### src/rtl/phase_timer_pkg.sv
// Shared types and helpers for the per-phase interval timer.
package phase_timer_pkg;

    typedef enum logic [1:0] {
        IDLE = 2'd0,
        RUN  = 2'd1,
        DONE = 2'd2
    } state_t;

    // Index width for n items; never below 1 so a 1-bit select always exists.
    function automatic int clog2_min1(input int n);
        return (n <= 2) ? 1 : $clog2(n);
    endfunction

    // Add two values and clamp the result to the largest width-bit value.
    function automatic logic [31:0] sat_add(input logic [31:0] a, input logic [31:0] b, input int width);
        logic [32:0] sum;
        logic [32:0] max_val;
        sum     = {1'b0, a} + {1'b0, b};
        max_val = (33'd1 << width) - 33'd1;
        return (sum > max_val) ? max_val[31:0] : sum[31:0];
    endfunction

endpackage

### src/rtl/phase_timer_delay_mux.sv
// Picks the delay slice for a phase index; indices past the last phase fall back to phase 0.
module phase_delay_mux
    import phase_timer_pkg::*;
#(
    parameter int NUM_PHASES = 4,
    parameter int CNT_W      = 4,
    parameter int PW         = 2
) (
    input  logic [PW-1:0]               sel,
    input  logic [NUM_PHASES*CNT_W-1:0] delays,
    output logic [PW-1:0]               eff_phase,
    output logic [CNT_W-1:0]            delay
);

    logic [CNT_W-1:0] slices [NUM_PHASES];

    generate
        for (genvar gi = 0; gi < NUM_PHASES; gi++) begin : g_slice
            assign slices[gi] = delays[gi*CNT_W +: CNT_W];
        end
    endgenerate

    // Default to phase 0; only an in-range index overrides it.
    always_comb begin
        eff_phase = '0;
        delay     = slices[0];
        for (int i = 1; i < NUM_PHASES; i++) begin
            if (sel == PW'(i)) begin
                eff_phase = sel;
                delay     = slices[i];
            end
        end
    end

endmodule

### src/rtl/phase_timer.sv
// Per-phase interval timer: times the FSM's current phase and pulses expire when it elapses.
// Optional green-extension support is compiled in with the PHASE_TIMER_EXTEND_EN macro.
module phase_timer
    import phase_timer_pkg::*;
#(
    parameter int NUM_PHASES  = 4,
    parameter int CNT_W       = 4,
    parameter int AUTO_RELOAD = 0,
    parameter int EXT_STEP    = 2,
    parameter int MAX_EXT     = 3
) (
    input  logic                                 clk,
    input  logic                                 reset,
    input  logic                                 enable,
    input  logic [clog2_min1(NUM_PHASES)-1:0]    phase,
    input  logic [NUM_PHASES*CNT_W-1:0]          delays,
    input  logic                                 ext_req,
    output logic [CNT_W-1:0]                     count,
    output logic [CNT_W-1:0]                     cur_delay,
    output logic [NUM_PHASES-1:0]                phase_onehot,
    output logic                                 expire,
    output logic                                 busy
);

    localparam int PW = clog2_min1(NUM_PHASES);

    state_t                state_reg, state_next;
    logic [CNT_W-1:0]      count_reg, count_next;
    logic [CNT_W-1:0]      cur_delay_reg, cur_delay_next;
    logic [PW-1:0]         phase_reg, phase_next;
    logic [NUM_PHASES-1:0] onehot_reg, onehot_next;
    logic                  expire_reg, expire_next;
    logic                  busy_reg, busy_next;

    logic [PW-1:0]    eff_phase;
    logic [CNT_W-1:0] sel_delay;
    logic             phase_change;
    logic             at_limit;
    logic             reload_due;

    phase_delay_mux #(
        .NUM_PHASES (NUM_PHASES),
        .CNT_W      (CNT_W),
        .PW         (PW)
    ) u_mux (
        .sel       (phase),
        .delays    (delays),
        .eff_phase (eff_phase),
        .delay     (sel_delay)
    );

    assign phase_change = (eff_phase != phase_reg);
    assign at_limit     = (count_reg == cur_delay_reg);
    // In auto-reload mode the edge after an expiry pulse restarts the phase,
    // which keeps expire a true one-cycle pulse even for a zero delay.
    assign reload_due   = (AUTO_RELOAD != 0) && expire_reg;

`ifdef PHASE_TIMER_EXTEND_EN
    localparam int EW = clog2_min1(MAX_EXT + 1);
    localparam logic [EW-1:0] MAX_EXT_L = EW'(MAX_EXT);

    logic [EW-1:0] ext_cnt_reg, ext_cnt_next;
    logic [31:0]   ext_sum;

    assign ext_sum = sat_add({{(32-CNT_W){1'b0}}, cur_delay_reg}, 32'(EXT_STEP), CNT_W);

    // Extension counter register, cleared on every load.
    always_ff @(posedge clk or negedge reset) begin
        if (!reset) ext_cnt_reg <= '0;
        else        ext_cnt_reg <= ext_cnt_next;
    end
`else
    logic unused_ext;
    assign unused_ext = ext_req | (EXT_STEP == 0) | (MAX_EXT == 0);
`endif

    // State and registered outputs.
    always_ff @(posedge clk or negedge reset) begin
        if (!reset) begin
            state_reg     <= IDLE;
            count_reg     <= '0;
            cur_delay_reg <= '0;
            phase_reg     <= '0;
            onehot_reg    <= '0;
            expire_reg    <= 1'b0;
            busy_reg      <= 1'b0;
        end else begin
            state_reg     <= state_next;
            count_reg     <= count_next;
            cur_delay_reg <= cur_delay_next;
            phase_reg     <= phase_next;
            onehot_reg    <= onehot_next;
            expire_reg    <= expire_next;
            busy_reg      <= busy_next;
        end
    end

    // Next-state decision; enable low dominates, then phase change, then expiry.
    always_comb begin
        state_next = state_reg;
        case (state_reg)
            IDLE: if (enable) state_next = RUN;
            RUN: begin
                if (!enable)
                    state_next = IDLE;
                else if (!phase_change && !reload_due && at_limit && (AUTO_RELOAD == 0))
                    state_next = DONE;
            end
            DONE: begin
                if (!enable)          state_next = IDLE;
                else if (phase_change) state_next = RUN;
            end
            default: state_next = IDLE;
        endcase
    end

    // Datapath and output next values.
    always_comb begin
        logic load;
        load           = 1'b0;
        count_next     = count_reg;
        cur_delay_next = cur_delay_reg;
        phase_next     = phase_reg;
        expire_next    = 1'b0;
`ifdef PHASE_TIMER_EXTEND_EN
        ext_cnt_next   = ext_cnt_reg;
`endif
        if (!enable) begin
            count_next     = '0;
            cur_delay_next = '0;
            phase_next     = '0;
`ifdef PHASE_TIMER_EXTEND_EN
            ext_cnt_next   = '0;
`endif
        end else begin
            case (state_reg)
                IDLE: load = 1'b1;
                RUN: begin
                    if (phase_change || reload_due) begin
                        load = 1'b1;
                    end else if (at_limit) begin
                        expire_next = 1'b1;
                    end else begin
                        count_next = count_reg + 1'b1;
`ifdef PHASE_TIMER_EXTEND_EN
                        if (ext_req && (ext_cnt_reg < MAX_EXT_L)) begin
                            cur_delay_next = ext_sum[CNT_W-1:0];
                            ext_cnt_next   = ext_cnt_reg + 1'b1;
                        end
`endif
                    end
                end
                DONE: if (phase_change) load = 1'b1;
                default: load = 1'b0;
            endcase
        end

        if (load) begin
            phase_next     = eff_phase;
            cur_delay_next = sel_delay;
            count_next     = '0;
`ifdef PHASE_TIMER_EXTEND_EN
            ext_cnt_next   = '0;
`endif
        end

        onehot_next = '0;
        if (state_next != IDLE) onehot_next[phase_next] = 1'b1;
        busy_next = (state_next == RUN);
    end

    assign count        = count_reg;
    assign cur_delay    = cur_delay_reg;
    assign phase_onehot = onehot_reg;
    assign expire       = expire_reg;
    assign busy         = busy_reg;

endmodule

### config.mk
export PLATFORM = sky130hd
export DESIGN_NAME = phase_timer
export DESIGN_NICKNAME = d
export VERILOG_FILES = /design/src/rtl/phase_timer_pkg.sv /design/src/rtl/phase_timer_delay_mux.sv /design/src/rtl/phase_timer.sv
export SDC_FILE = /design/constraint.sdc
export NUM_CORES = 1
export LEC_CHECK = 0
export ABC_CLOCK_PERIOD_IN_PS = 4350
export CORE_ASPECT_RATIO = 0.8
export CORE_MARGIN = 4
export CORE_UTILIZATION = 35
export CTS_BUF_LIST = sky130_fd_sc_hd__clkbuf_2 sky130_fd_sc_hd__clkbuf_4 sky130_fd_sc_hd__clkbuf_8
export DETAILED_ROUTE_END_ITERATION = 16
export PLACE_DENSITY = 0.7
export SLEW_MARGIN = 0
export SYNTH_ARGS = -nofsm -noshare
export SYNTH_HDL_FRONTEND = slang
export SYNTH_SLANG_ARGS = --single-unit
### constraint.sdc
create_clock -name clk -period 4.35 [get_ports clk]
set_input_delay 1.0875 -clock clk [delete_from_list [all_inputs] [get_ports clk]]
set_output_delay 1.0875 -clock clk [all_outputs]
set_load 0.05 [all_outputs]
==> flow_metrics.py <==
metrics = {
    "clocking": {
        "clk_path_buf_depth": 2,
        "htree_num_levels": 1,
        "cts_resized": 0,
        "cts_hold_buf": 0,
        "cts_buffers": 3,
        "clkTransAtPathRegs_ps": 70,
        "clockRootBuffer": "clkbuf_8",
        "postCtsSetupBuffers": 0,
        "tritoncts": "done",
        "clock_latency_ps": 250,
        "cts_sinks": 18,
    },
    "final_layout": {
        "fin_nets": 161,
        "nFillCells": 275,
        "drive_gt1_frac": 0.0909,
        "final_util": 0.523,
        "fin_area_sq_um": 1490,
        "area_growth_pct": 38.6,
        "n_antenna_cell": 0,
    },
    "drt": {
        "postRouteAntennaNets": 0,
        "wl_per_cell_um": 12.4,
        "drt_wl_total_um": 2110,
        "vias_per_cell": 5.08,
        "drtPass1Iterations": 2,
        "drc_errors": 0,
        "drt_iter0_drc": 20,
        "num_vias": 864,
    },
    "job": {
        "drv_cap": 0,
    },
    "timing": {
        "drv_slew": 0,
        "fin_skew_ps": 3.16,
        "finalCriticalPeriod_ps": 2780,
        "finalCritPeriodShare": 0.639,
        "max_clock_freq_mhz": 360,
        "setup_ws_ps": 1570,
        "finalSetupViolations": 0,
        "hold_slack_ps": 571,
        "slew_headroom": 0.486,
        "tns_ps": 0,
        "rsz0062_at_grt": "no",
        "hold_violations": 0,
        "tightestPinTransition_ps": 768,
    },
    "critical_path": {
        "crit_slowest_cell": "clkdlybuf4s50_1",
        "arrival_ps": 2940,
        "crit_chain": "clkdlybuf4s50_1, nor2_1, o21a_1, a311oi_2, a22oi_2, nor3b_1",
        "required_ps": 4510,
        "critPathBufInv": 1,
        "crit_type": "in2reg",
        "cp_num_cells": 6,
        "crit_path_start_kind": "input port",
        "cp-end-kind": "flip-flop",
        "cp_max_fo": 19,
        "cp_top_family": "buffers and inverters",
        "slowest_delay_ps": 880,
        "reg2reg_depth": 7,
    },
    "yosys": {
        "avgSynthCellArea_sq_um": 11.0,
        "ys_types": 36,
        "yosysTopAreaCell": "dfrtp_1",
        "syn_area_sq_um": 1070,
        "synth_area_leaders": "dfrtp_1 (42%), mux4_1 (9.8%), ha_1 (5.8%)",
        "synth_commonest_cells": "dfrtp_1 (18), nand2_1 (7), nor2_1 (7), o21ai_0 (7), nand3_1 (6)",
        "yosys.area.top_type_share": 0.419,
        "synth_edf_count": 0,
        "ys_ff_latch": 18,
        "yosys_warnings": 0,
        "synth_nets": 125,
        "ys_seq_area_frac": 0.419,
        "yosysMostFrequentCell": "dfrtp_1",
        "synth_ff_type": "dfrtp_1",
        "synthArstFlopShare": 1.00,
        "syn_inst": 98,
    },
    "floorplanning": {
        "rows": 17,
        "floorplan.die_area_sq_um": 4030,
        "ioPinCount": 36,
        "start_util": 0.377,
        "core_sq_um": 2850,
        "die_y_um": 57.6,
        "die_x_um": 70.0,
    },
    "grt": {
        "grt_overflow": 0,
        "track_usage": 0.113,
        "grt_max_degree": 20,
        "first_global_vias": 863,
        "antenna_found_initial": 0,
        "grt_pass1_wl_um": 3580,
    },
    "placement": {
        "place_hpwl_um": 1700,
        "gp_congestion": 0.703,
        "place_area_sq_um": 1450,
        "portBuffers": 34,
        "post-place-ws_ps": 1310,
    },
    "status": {
        "outcome": "finished clean",
    },
    "pwr": {
        "leakage_nw": 0.626,
        "vdd_ir_drop_max_mv": 0.185,
        "powerDensity_nw_per_um2": 500,
    },
    "min_path": {
        "min_path_type": "reg2reg",
        "min_path_cells": 2,
    },
}
[kinds of logic after synthesis]
| logic type | share of synthesized area |
|---|---|
| mux | 0.107 |
| buf+inv | 0.0303 |
| compound gates | 0.116 |
| flops | 0.419 |
| fa+ha+maj | 0.0582 |
| xor+xnor | 0.0873 |
| simple gates | 0.182 |
[where the power goes]
part	leakage, nW	internal [W]	switching (W)
clock network	0.0216	0.0000614	0.0000515
registers	0.241	0.000205	0.0000281
logic	0.364	0.000155	0.000245
total	0.626	0.000421	0.000324
[cells in the final DEF, fill, tap and decap left out, types with 4 or more instances in the layout]
master / count
inv_1: 5
o21ai_0: 7
nand3_1: 6
mux4_1: 4
clkdlybuf4s50_1: 34
dfrtp_1: 18
nand2_1: 7
xnor2_1: 5
ha_1: 5
nor2_1: 7
[area by class of cell]
cell class                      instances  area, sq um  share of cell area
Clock buffer                            3         41.3              0.0277
Multi-Input combinational cell         72          592               0.397
Sequential cell                        18          450               0.302
Inverter                                5         18.8              0.0126
Tap cell                               38         47.5              0.0319
Timing Repair Buffer                   34          340               0.228
[worst min-delay path, stage by stage, from the launching register on]
cell and delay (ps):
dfrtp_1 400, nand2_1 70, o21ai_0 60
[routing by layer]
metal | vias up | part of all wire | GRT usage
li1 | 428 | - | -
met1 | 408 | 0.46 | 0.124
met2 | 26 | 0.46 | 0.197
met3 | 2 | 0.064 | 0.0370
met4 | 0 | 0.013 | 0.0574
met5 | - | 0 | 0
[final timing paths]
check	start	end	slack, ps
min in group asynchronous	reset	phase_onehot[2]	1290
hold / removal	cur_delay[3]	cur_delay[3]	570
setup / recovery	enable	phase_onehot[2]	1570
hold reg to reg	cur_delay[3]	cur_delay[3]	570
setup reg to reg	state_reg[0]	phase_onehot[2]	2540
max in group asynchronous	reset	count[2]	2580
[metrics by stage]
step / cells / total power, W
after global placement: 167 / 0.000626
after floorplan: 98 / 0.000520
final: 170 / 0.000745
after CTS: 170 / 0.000750
after detailed placement: 167 / 0.000636
after global routing: 170 / 0.000795
Power figures use the tool's default switching activity.
